## src/rtl/wb_pkg.sv

```systemverilog
// wb_pkg: shared widths and the writeback entry type for the regfile writeback path
package wb_pkg;
   localparam int REG_ADDR_W = 4;
   localparam int DATA_W     = 32;
   localparam int REG_COUNT  = 16;
   typedef struct packed {
      logic [REG_ADDR_W-1:0] addr;
      logic [DATA_W-1:0]     data;
   } wb_entry_t;
endpackage

```

## src/rtl/regfile_wb_ctrl_fifo.sv

```systemverilog
// wb_fifo: in-order writeback queue with 0-2 pushes (a older than b) and 0-1 pop per cycle
// Ports: clk, rst (async, active-high); push_a/ent_a, push_b/ent_b, pop;
//        ents/vld present the queue in age order (index 0 = head); count = occupancy.
module wb_fifo
   import wb_pkg::*;
#(
   parameter int DEPTH = 4,
   parameter int PTR_W = $clog2(DEPTH)
) (
   input  logic            clk,
   input  logic            rst,
   input  logic            push_a,
   input  wb_entry_t       ent_a,
   input  logic            push_b,
   input  wb_entry_t       ent_b,
   input  logic            pop,
   output wb_entry_t       ents [DEPTH],
   output logic [DEPTH-1:0] vld,
   output logic [PTR_W:0]  count
);
   typedef logic [PTR_W:0] cnt_t;
   wb_entry_t        mem_q [DEPTH];
   wb_entry_t        mem_d [DEPTH];
   logic [PTR_W-1:0] wr_q, wr_d, rd_q, rd_d, wr_b;
   cnt_t             count_q, count_d;
   always_comb begin
      mem_d = mem_q;
      wr_b  = push_a ? wr_q + PTR_W'(1) : wr_q;
      if (push_a) mem_d[wr_q] = ent_a;
      if (push_b) mem_d[wr_b] = ent_b;
      wr_d    = wr_q + PTR_W'(push_a) + PTR_W'(push_b);
      rd_d    = rd_q + PTR_W'(pop);
      count_d = count_q + cnt_t'(push_a) + cnt_t'(push_b) - cnt_t'(pop);
      count   = count_q;
      for (int k = 0; k < DEPTH; k++) begin
         ents[k] = mem_q[rd_q + PTR_W'(k)];
         vld[k]  = cnt_t'(k) < count_q;
      end
   end
   always_ff @(posedge clk or posedge rst)
      if (rst) begin
         wr_q    <= '0;
         rd_q    <= '0;
         count_q <= '0;
      end else begin
         wr_q    <= wr_d;
         rd_q    <= rd_d;
         count_q <= count_d;
      end
   // storage needs no reset: entries are only observed through vld
   always_ff @(posedge clk)
      mem_q <= mem_d;
endmodule

```

## src/rtl/regfile_wb_ctrl.sv

```systemverilog
// regfile_wb_ctrl: arbitrates ALU/load writebacks into a FIFO drained one write per cycle
// Ports: clk, rst (async, active-high); alu*/mem* valid/ready producers; writeAddr/writeData/regwe
//        to the register file; pendingMask for decode hazards. WB_BYPASS_EN adds fwdAddr/fwdHit/fwdData lookups.
module regfile_wb_ctrl
   import wb_pkg::*;
#(
   parameter int DEPTH = 4,
   parameter int PTR_W = $clog2(DEPTH)
) (
   input  logic                  clk,
   input  logic                  rst,
   input  logic                  aluValid,
   input  logic [REG_ADDR_W-1:0] aluAddr,
   input  logic [DATA_W-1:0]     aluData,
   output logic                  aluReady,
   input  logic                  memValid,
   input  logic [REG_ADDR_W-1:0] memAddr,
   input  logic [DATA_W-1:0]     memData,
   output logic                  memReady,
   output logic [REG_ADDR_W-1:0] writeAddr,
   output logic [DATA_W-1:0]     writeData,
   output logic                  regwe,
   output logic [REG_COUNT-1:0]  pendingMask
`ifdef WB_BYPASS_EN
   ,
   input  logic [REG_ADDR_W-1:0] fwdAddr1,
   input  logic [REG_ADDR_W-1:0] fwdAddr2,
   output logic                  fwdHit1,
   output logic                  fwdHit2,
   output logic [DATA_W-1:0]     fwdData1,
   output logic [DATA_W-1:0]     fwdData2
`endif
);
   typedef logic [PTR_W:0] cnt_t;
   wb_entry_t      ents [DEPTH];
   logic [DEPTH-1:0] vld;
   cnt_t           count, free;
   logic           rr_q, rr_d;
   logic           alu_req, mem_req, alu_ok, mem_ok, push_a, push_b;
   wb_fifo #(.DEPTH(DEPTH), .PTR_W(PTR_W)) u_fifo (
      .clk   (clk),
      .rst   (rst),
      .push_a(push_a),
      .ent_a ('{addr: aluAddr, data: aluData}),
      .push_b(push_b),
      .ent_b ('{addr: memAddr, data: memData}),
      .pop   (regwe),
      .ents  (ents),
      .vld   (vld),
      .count (count)
   );
   always_comb begin
      free    = cnt_t'(DEPTH) - count;
      alu_req = aluValid && aluAddr != '0;
      mem_req = memValid && memAddr != '0;
      // with one free slot a competing request wins only when rr points at it
      alu_ok  = free >= cnt_t'(2) || (free == cnt_t'(1) && !(mem_req && rr_q));
      mem_ok  = free >= cnt_t'(2) || (free == cnt_t'(1) && !(alu_req && !rr_q));
      push_a  = alu_req && alu_ok;
      push_b  = mem_req && mem_ok;
      rr_d    = rr_q ^ (free == cnt_t'(1) && alu_req && mem_req);
      // address-0 writes are swallowed without touching the queue
      aluReady = !rst && (aluAddr == '0 || alu_ok);
      memReady = !rst && (memAddr == '0 || mem_ok);
      regwe     = vld[0];
      writeAddr = regwe ? ents[0].addr : '0;
      writeData = regwe ? ents[0].data : '0;
      pendingMask = '0;
      for (int k = 0; k < DEPTH; k++)
         if (vld[k]) pendingMask[ents[k].addr] = 1'b1;
   end
   always_ff @(posedge clk or posedge rst)
      if (rst) rr_q <= 1'b0;
      else     rr_q <= rr_d;
`ifdef WB_BYPASS_EN
   // scan oldest to youngest so the last match is the youngest entry
   always_comb begin
      fwdHit1  = 1'b0;
      fwdHit2  = 1'b0;
      fwdData1 = '0;
      fwdData2 = '0;
      for (int k = 0; k < DEPTH; k++) begin
         if (vld[k] && fwdAddr1 != '0 && ents[k].addr == fwdAddr1) begin
            fwdHit1  = 1'b1;
            fwdData1 = ents[k].data;
         end
         if (vld[k] && fwdAddr2 != '0 && ents[k].addr == fwdAddr2) begin
            fwdHit2  = 1'b1;
            fwdData2 = ents[k].data;
         end
      end
   end
`endif
endmodule

```

## config.mk

```make
export PLATFORM = sky130hd
export DESIGN_NAME = regfile_wb_ctrl
export DESIGN_NICKNAME = d
export VERILOG_FILES = /design/src/rtl/wb_pkg.sv /design/src/rtl/regfile_wb_ctrl_fifo.sv /design/src/rtl/regfile_wb_ctrl.sv
export SDC_FILE = /design/constraint.sdc
export NUM_CORES = 1
export LEC_CHECK = 0
export CORE_UTILIZATION = 55
export CTS_BUF_LIST = sky130_fd_sc_hd__clkbuf_16
export CTS_CLUSTER_SIZE = 25
export DETAILED_ROUTE_END_ITERATION = 8
export MAX_ROUTING_LAYER = met4
export PLACE_DENSITY = 0.8
export SYNTH_ARGS = -nofsm -noshare
export SYNTH_HDL_FRONTEND = slang
export SYNTH_SLANG_ARGS = --single-unit
```

## constraint.sdc

```tcl
create_clock -name clk -period 3.5 [get_ports clk]
set_clock_uncertainty 0.05 [all_clocks]
set_input_delay 0.525 -clock clk [delete_from_list [all_inputs] [get_ports clk]]
set_output_delay 0.525 -clock clk [all_outputs]
set_load 0.02 [all_outputs]
```

==> flow_metrics.py, run 1 <==
metrics = {
    "run_status": {
        "status": "completed",
    },
    "sta": {
        "final_hold_viol_count": 0,
        "period_needed_ps": 3450,
        "setup_viol": 0,
        "finalCritPeriodShare": 0.986,
        "slew_viol_final": 0,
        "rsz0062_at_grt": "yes",
        "postLayoutSetupSlackWorst_ps": 47.6,
        "clock.fmax_mhz": 290,
        "worstMarginPinSlew_ps": 943,
        "relSlewSlack": 0.371,
        "fin_setup_tns_ps": 0,
    },
    "clocking": {
        "cts_buffer_depth": 2,
        "clkTransAtPathRegs_ps": 60,
        "cts_tree": "yes",
        "cts_buffers": 17,
        "cts_max_level": 4,
        "cts.sinks": 152,
        "clk_latency_ps": 420,
        "cts_root_buf": "clkbuf_16",
    },
    "yosys": {
        "yosysUniqueCellTypes": 49,
        "ys_top_cells_by_area": "mux2_4 36%, dfxtp_1 29%, mux4_2 7.8%",
        "synth_warnings": 0,
        "synth-seq-area-share": 0.305,
        "synth_area_per_cell_um2": 13.7,
        "synth_top_area_cell": "mux2_4",
        "synth_cells": 734,
        "syn_area_um2": 10100,
        "synthArstFlopShare": 0.0526,
        "synth_top_cell_area_share": 0.357,
        "syn-num-nets": 824,
        "synth_edf_count": 0,
        "synthFlopType": "dfxtp_1",
        "synth_seq_cells": 152,
    },
    "setup_path": {
        "cp-start-kind": "flip-flop",
        "crit_path_start": "u_fifo.rd_q[1]",
        "critPathRequiredTime_ps": 2920,
        "crit_fanout": 12,
        "path_class": "reg -> out",
        "ff2ff_path_depth": 8,
        "r2r_start": "u_fifo.count[0]",
        "reg2reg_to": "u_fifo.mem_q[111]",
        "cp.arrival_ps": 2880,
        "rrSetupSlack_ps": 400,
        "cp-end-kind": "primary output",
    },
    "floorplan": {
        "io_pins": 131,
        "initial_core_util": 0.562,
        "die_area_um2": 18900,
        "rows": 49,
        "die_y_um": 137,
        "die_w_um": 137,
        "core_area_um2": 18000,
    },
    "route": {
        "drt-pass1-iter-count": 5,
        "antenna_left": 0,
        "wl_per_cell_um": 22.4,
        "vias": 6615,
        "drc": 0,
        "routed_wl_mm": 25.0,
        "vias_per_cell": 5.92,
        "detail_route.iter0.violations": 418,
    },
    "layout": {
        "drive_gt1_frac": 0.497,
        "synthToLayoutAreaGrowth_pct": 22.6,
        "post-route-util": 0.689,
        "antenna_cells": 0,
        "stdcell_area_um2": 12400,
        "filler_cell_count": 1219,
        "layout.nets": 966,
    },
    "placement": {
        "gp_congestion": 0.943,
        "preCtsSetupSlack_ps": 82.3,
        "io_buffer_count": 130,
        "placed_cell_area_um2": 11700,
        "place_hpwl_mm": 16.4,
    },
    "grt": {
        "grt-ovfl-total": 0,
        "grt_max_degree": 36,
        "grt_usage": 0.278,
        "antenna_found_initial": 0,
        "grt_pass1_wl_mm": 38.4,
        "grt_pass1_vias": 7053,
    },
    "pwr": {
        "worst_ir_drop_vdd_uv": 694,
        "p_leak_nw": 5.79,
        "power_w": 0.0162,
        "pwr_density_cell_nw_per_um2": 1310,
    },
    "hold_path": {
        "hp-class": "in -> async",
    },
    "flow_run": {
        "cap_violations": 0,
    },
}
-- Yosys cell counts, types with 2 or more instances --
cell type,number
or2_2,4
buf_6,25
nor2b_1,37
clkbuf_1,4
a211oi_2,4
a21oi_1,2
nand3_1,2
nand3_4,4
o21a_1,2
and2_1,3
xnor2_1,3
mux2_2,59
ha_1,12
dfrtp_1,8
and4_2,2
nand2b_1,6
inv_1,13
a221o_1,16
mux2i_1,14
o22ai_1,16
dfxtp_1,144
nand2_1,14
mux2_4,240
fa_1,2
mux4_2,35
nor2_1,23
xor2_1,2
o21ai_4,4
nor3_1,3
o21ai_0,3
buf_2,10
-- worst max-delay path: stages, from the launching register on --
cell	delay, ps
dfrtp_4	560
buf_6	190
mux4_2	320
nor3_1	260
nand2_1	180
o22ai_1	190
a221o_1	150
clkdlybuf4s50_1	610
-- state kept, by name (all words and copies together) (netlist names) --
name	cells
rr_q	1
u_fifo.count	3
u_fifo.wr_q	2
u_fifo.rd_q	2
u_fifo.mem_q	144
-- repair_timing --
item                       CTS  global route
hold buffers                 0             0
gates resized for setup      7            20
setup endpoints to repair   19            14
buffers inserted             3             2
-- where the power goes --
part / switching, W / leakage (nW) / internal [W]
sequential: 0.000685 / 1.31 / 0.00275
clock: 0.000730 / 0.277 / 0.00104
combinational: 0.00463 / 4.21 / 0.00636
-- worst max path at each step --
stage / endpoint / slack [ps] / depth (start not counted)
finish: pendingMask[1] / 50 / 7
global route: pendingMask[3] / -40 / 7
CTS: pendingMask[5] / -7 / 6
detailed placement: u_fifo.count[2] / 80 / 11
global placement: u_fifo.count[2] / 170 / 11
floorplan: u_fifo.count[2] / 510 / 12
-- metal layers --
metal | track usage | up-vias | share of wire | wire [µm]
met5 | - | - | 0 | 0
met1 | 0.346 | 3355 | 0.45 | 11100
met3 | 0.0412 | 32 | 0.039 | 986
li1 | - | 3026 | - | -
met2 | 0.465 | 202 | 0.50 | 12500
met4 | 0.0806 | 0 | 0.014 | 350
-- area by class of cell --
| cell class | count | area, µm² | area share |
|---|---|---|---|
| clock buffer | 17 | 425 | 0.0344 |
| clock inverter | 14 | 135 | 0.0109 |
| inverter | 14 | 52.6 | 0.00425 |
| multi-input combinational | 527 | 6650 | 0.537 |
| sequential | 152 | 3090 | 0.250 |
| tap | 229 | 287 | 0.0232 |
| timing repair buffer | 164 | 1730 | 0.140 |
-- cell families (layout without fill, tap and decap cells) --
logic type	count (synthesis)	count (layout)	synth area share
buf+inv	55	209	0.0419
fa+ha+maj	14	14	0.0188
xor+xnor	6	6	0.00595
mux	348	348	0.515
simple gates	105	105	0.0625
flops	152	152	0.305
compound gates	54	54	0.0505
-- stage by stage --
stage                     hold slack, ps  cells
final                                411   1117
after global routing                 417   1117
after CTS                            413   1115
after detailed placement             531   1081
after global placement               484   1081
after floorplan                      291    734
-- cell usage in the layout, fill, tap and decap left out, types with 12 or more instances in the layout --
cell / n
dfxtp_1: 144
clkdlybuf4s50_1: 123
nor2b_1: 34
mux2_2: 59
ha_1: 12
inv_1: 15
buf_4: 20
mux4_2: 35
nand2_1: 14
o22ai_1: 16
nor2_1: 15
clkbuf_16: 17
buf_12: 13
mux2_4: 240
a221o_1: 16
(Power assumes the default switching activity.)
==> run 2: changes to the inputs <==
--- a/config.mk
+++ b/config.mk
@@ -11,6 +11,8 @@
 export DETAILED_ROUTE_END_ITERATION = 8
 export MAX_ROUTING_LAYER = met4
 export PLACE_DENSITY = 0.8
+export SKIP_LAST_GASP = 1
+export SLEW_MARGIN = 5
 export SYNTH_ARGS = -nofsm -noshare
 export SYNTH_HDL_FRONTEND = slang
 export SYNTH_SLANG_ARGS = --single-unit
==> run 2 against run 1 <==
  * Cell count stayed put
  * Non-clock buffer count unchanged
  * Highest routed layer unchanged
  * Clock power about the same
  * Via count is 0.65% higher
  * Combinational power about the same
  * Register-to-register slack is essentially flat
  * First-iteration DRC count shrank 15%
  * Clock-buffer cell count unchanged
  * Total power is essentially flat
  * Critical path type unchanged
  * Largest cell class unchanged
  * Critical endpoint is now pendingMask[3]
  * Largest power group unchanged
==> flow_metrics.py, run 2 (synthesis gave the netlist of run 1 again) <==
metrics = {
    "run_status": {
        "status": "completed",
    },
    "grt": {
        "grt_max_degree": 36,
        "grt_pass1_wl_mm": 38.4,
        "antenna_found_initial": 0,
        "grt_usage": 0.278,
        "grt-ovfl-total": 0,
        "grt_pass1_vias": 7051,
    },
    "layout": {
        "regArea_um2": 3090,
        "multi_input_area_um2": 6640,
        "synthToLayoutAreaGrowth_pct": 22.5,
        "final_common_cell": "mux2_4",
        "stdcell_area_um2": 12400,
        "final_cell_mix": "240 x mux2_4, 144 x dfxtp_1, 123 x clkdlybuf4s50_1",
        "drive_gt1_frac": 0.493,
        "fin_cells": 1117,
        "top_register": "u_fifo.mem_q",
        "largest_register_ffs": 144,
        "layout.nets": 966,
        "filler_cell_count": 1215,
        "antenna_cells": 0,
    },
    "pwr": {
        "p_leak_nw": 5.82,
        "pwr_density_cell_nw_per_um2": 1310,
        "worst_ir_drop_vdd_uv": 694,
        "power_w": 0.0162,
    },
    "floorplan": {
        "core_area_um2": 18000,
        "die_w_um": 137,
        "die_area_um2": 18900,
        "rows": 49,
        "die_y_um": 137,
        "io_pins": 131,
        "initial_core_util": 0.562,
    },
    "route": {
        "wl_per_cell_um": 22.3,
        "routed_wl_mm": 24.9,
        "drt-pass1-iter-count": 7,
        "detail_route.iter0.violations": 354,
        "drc": 0,
        "antenna_left": 0,
        "vias_per_cell": 5.96,
        "vias": 6658,
    },
    "placement": {
        "dp.cells": 1081,
        "placed_cell_area_um2": 11700,
        "place_hpwl_mm": 16.4,
        "gp_congestion": 0.943,
        "io_buffer_count": 130,
    },
    "sta": {
        "fin_setup_tns_ps": 0,
        "relSlewSlack": 0.373,
        "finalCritPeriodShare": 0.985,
        "slew_viol_final": 0,
        "period_needed_ps": 3450,
        "setup_viol": 0,
        "final_hold_viol_count": 0,
        "worstMarginPinSlew_ps": 940,
        "clock.fmax_mhz": 290,
        "rsz0062_at_grt": "yes",
    },
    "setup_path": {
        "slowest_stage": "clkdlybuf4s50_1",
        "crit_path_max_incr_delay_ps": 540,
        "critPathRequiredTime_ps": 2920,
        "cp-end-kind": "primary output",
        "cp_top_family": "buffers and inverters",
        "crit_chain": "buf_6 -> mux2_2 -> nor2_1 -> nor2_1 -> and2_1 -> a221o_1 -> clkdlybuf4s50_1",
        "cp-start-kind": "flip-flop",
        "cp.arrival_ps": 2870,
        "worstPathBufferInverterCount": 2,
        "path_class": "reg -> out",
        "cpMostUsedCell": "nor2_1",
        "crit_fanout": 12,
    },
    "clocking": {
        "cts_root_buf": "clkbuf_16",
        "clkTransAtPathRegs_ps": 60,
        "cts.sinks": 152,
        "cts_tree": "yes",
        "cts_buffers": 17,
        "hold_buffers": 0,
        "cts_buffer_depth": 2,
        "cts_max_level": 4,
        "clk_latency_ps": 420,
    },
    "hold_path": {
        "hp-class": "in -> async",
    },
    "flow_run": {
        "cap_violations": 0,
    },
}
-- run 2: what timing repair did --
| action | 4_1_cts | 5_1_grt |
|---|---|---|
| setup buffers | 3 | 2 |
| hold endpoints to repair | 0 | 0 |
| resized for setup | 4 | 20 |
| setup endpoints to repair | 19 | 16 |
-- run 2: worst register-to-register path, stage by stage (launching register included) --
cell	delay, ps
dfrtp_1	490
inv_1	140
ha_1	250
xnor2_2	190
a21oi_2	770
a211oi_2	220
o21ai_4	240
buf_12	270
mux2_2	370
-- run 2: worst paths after layout --
kind	from	to	slack, ps	cells after the start
max in group asynchronous	rst	u_fifo.rd_q[1]	2710	2
min in group clk	rr_q	rr_q	540	1
setup / recovery	u_fifo.rd_q[1]	pendingMask[3]	50	7
setup reg to reg	u_fifo.count[0]	u_fifo.mem_q[108]	390	8
hold reg to reg	rr_q	rr_q	540	1
hold / removal	rst	rr_q	410	2
-- run 2: cell type report --
type                    instances  share of cell area
inverters                      14             0.00425
well taps                     229              0.0232
multi-input cells             527               0.537
flip-flops and latches        152               0.250
repair buffers                164               0.141
clock inverters                14              0.0109
clock buffers                  17              0.0344
-- run 2: power breakdown --
group          switching (W)  total (W)  internal (W)
sequential          0.000689    0.00344       0.00275
combinational        0.00463     0.0110       0.00636
clock               0.000725    0.00176       0.00104
total                0.00604     0.0162        0.0102
-- run 2: layer usage --
metal | GRT usage | routed length [µm] | vias up
li1 | - | - | 3030
met1 | 0.346 | 11000 | 3367
met2 | 0.465 | 12500 | 227
met3 | 0.0412 | 1060 | 34
met4 | 0.0806 | 365 | 0
met5 | - | 0 | -
-- run 2: per-stage QoR --
stage	setup WS (ps)	util	hold WS, ps
4_1_cts	-34.2	0.684	413
3_5_place_dp	82.3	0.651	531
3_3_place_gp	166	0.651	484
5_1_grt	-91.6	0.688	417
6_report	54.0	0.688	411
2_1_floorplan	510	-	291
==> run 3: changes to the inputs <==
==> constraint.sdc (replaced) <==
create_clock -name clk -period 3.9 [get_ports clk]
set_clock_uncertainty 0.05 [all_clocks]
set_input_delay 0.585 -clock clk [delete_from_list [all_inputs] [get_ports clk]]
set_output_delay 0.585 -clock clk [all_outputs]
set_load 0.02 [all_outputs]
==> run 3 against run 2 <==
  * Combinational power decreased by 12%
  * Hold slack improved by 84 ps
  * Sequential cell count unchanged
  * Register-to-register slack improved by 240 ps
  * Global-route usage increased by 0.42 points
  * Wire length increased by 0.22%
  * Sequential power decreased by 9.9%
  * Critical endpoint is now pendingMask[5]
  * Largest cell class unchanged
==> flow_metrics.py, run 3 (synthesis gave the netlist of run 1 again) <==
metrics = {
    "grt": {
        "grt_usage": 0.282,
        "antenna_found_initial": 0,
        "grt_pass1_wl_mm": 38.9,
        "grt_max_degree": 37,
        "grt-ovfl-total": 0,
        "grt_pass1_vias": 7133,
    },
    "sta": {
        "fin_setup_tns_ps": 0,
        "slew_viol_final": 0,
        "period_needed_ps": 3740,
        "worstMarginPinSlew_ps": 903,
        "final_hold_viol_count": 0,
        "rsz0062_at_grt": "no",
        "relSlewSlack": 0.398,
        "finalCritPeriodShare": 0.960,
        "clock.fmax_mhz": 267,
        "postLayoutSetupSlackWorst_ps": 156,
        "setup_viol": 0,
    },
    "floorplan": {
        "die_w_um": 137,
        "initial_core_util": 0.562,
        "core_area_um2": 18000,
        "rows": 49,
        "die_area_um2": 18900,
        "die_y_um": 137,
        "io_pins": 131,
    },
    "layout": {
        "fin_cells": 1105,
        "drive_gt1_frac": 0.467,
        "final_cell_mix": "240 x mux2_4, 144 x dfxtp_1, 130 x clkdlybuf4s50_1",
        "post-route-util": 0.676,
        "top_register": "u_fifo.mem_q",
        "synthToLayoutAreaGrowth_pct": 20.3,
        "regArea_um2": 3090,
        "antenna_cells": 0,
        "layout.nets": 954,
        "multi_input_area_um2": 6590,
        "final_common_cell": "mux2_4",
        "largest_register_ffs": 144,
        "filler_cell_count": 1227,
    },
    "placement": {
        "preCtsSetupSlack_ps": 301,
        "place_hpwl_mm": 16.7,
        "gp_congestion": 0.875,
        "dp.cells": 1074,
        "io_buffer_count": 130,
    },
    "clocking": {
        "hold_buffers": 0,
        "cts_buffers": 17,
        "cts_buffer_depth": 2,
        "cts_max_level": 4,
        "clk_latency_ps": 420,
        "cts_root_buf": "clkbuf_16",
        "clkTransAtPathRegs_ps": 60,
        "cts.sinks": 152,
        "cts_tree": "yes",
    },
    "pwr": {
        "pwr_density_cell_nw_per_um2": 1180,
        "p_leak_nw": 5.61,
        "worst_ir_drop_vdd_uv": 752,
        "power_w": 0.0144,
    },
    "setup_path": {
        "crit_fanout": 27,
        "cp.arrival_ps": 3110,
        "r2r_start": "u_fifo.count[0]",
        "ff2ff_path_depth": 8,
        "path_class": "reg -> out",
        "critPathRequiredTime_ps": 3260,
        "cp-start-kind": "flip-flop",
        "reg2reg_to": "u_fifo.mem_q[100]",
        "cp-end-kind": "primary output",
        "rrSetupSlack_ps": 630,
    },
    "route": {
        "vias": 6597,
        "vias_per_cell": 5.97,
        "drt-pass1-iter-count": 4,
        "antenna_left": 0,
        "routed_wl_mm": 25.0,
        "detail_route.iter0.violations": 333,
        "drc": 0,
        "wl_per_cell_um": 22.6,
    },
    "flow_run": {
        "cap_violations": 0,
    },
    "hold_path": {
        "hp-class": "in -> async",
    },
    "run_status": {
        "status": "completed",
    },
}
==> run 3: cell types whose count changed in the layout (fill, tap and decap cells not counted), moves of 2 or more <==
cell / previous run / this run
clkdlybuf4s50_1: 123 / 130
inv_6: 2 / 0
buf_12: 13 / 9
buf_4: 20 / 13
mux2i_1: 11 / 14
dlymetal6s2s_1: 7 / 0
clkinv_1: 2 / 5
nor2_2: 6 / 0
nor2_1: 17 / 23
nor2b_1: 34 / 36
mux2i_2: 3 / 0
==> run 3: worst max-delay path: stages (launching register included) <==
cell,delay (ps)
dfrtp_4,680
mux2_2,400
nor2_1,90
a21oi_1,90
nor3_1,520
a221o_1,280
clkdlybuf4s50_1,630
==> run 3: what timing repair did <==
| action | 4_1_cts | 5_1_grt |
|---|---|---|
| setup buffers | 0 | 0 |
| gates resized for setup | 1 | 1 |
| endpoints found under the setup margin | 8 | 5 |
| pin swaps | 0 | 0 |
==> run 3: how the worst max path moves through the flow <==
| stage | endpoint | slack [ps] | from | depth (start not counted) |
|---|---|---|---|---|
| after global placement | u_fifo.count[2] | 390 | aluAddr[2] | 11 |
| after floorplan | u_fifo.count[2] | 890 | aluAddr[2] | 10 |
| after global routing | pendingMask[1] | 2 | u_fifo.rd_q[1] | 6 |
| after CTS | pendingMask[5] | 80 | u_fifo.rd_q[1] | 5 |
| after detailed placement | u_fifo.count[2] | 300 | aluAddr[2] | 11 |
| final | pendingMask[5] | 160 | u_fifo.rd_q[1] | 6 |
==> run 3: power by group <==
part	internal, W	switching [W]	leakage (nW)
sequential	0.00246	0.000640	1.31
clock	0.000918	0.000632	0.270
combinational	0.00561	0.00411	4.04
total	0.00899	0.00538	5.61
==> run 3: final cells by class <==
type | instances | area share
clock inverters | 14 | 0.00979
well taps | 229 | 0.0236
flip-flops and latches | 152 | 0.254
multi-input cells | 527 | 0.543
repair buffers | 152 | 0.130
inverters | 14 | 0.00433
clock buffers | 17 | 0.0350
==> run 3: metrics by stage <==
stage	instance area [µm²]	hold slack, ps
finish	12100	495
global route	12100	503
CTS	12100	480
detailed placement	11600	492
global placement	11600	481
floorplan	10100	351
==> run 3: routing by layer <==
metal	track usage	share of wire	vias up
li1	-	-	3010
met1	0.338	0.44	3383
met2	0.481	0.51	174
met3	0.0453	0.035	30
met4	0.0897	0.016	0
met5	-	0	-
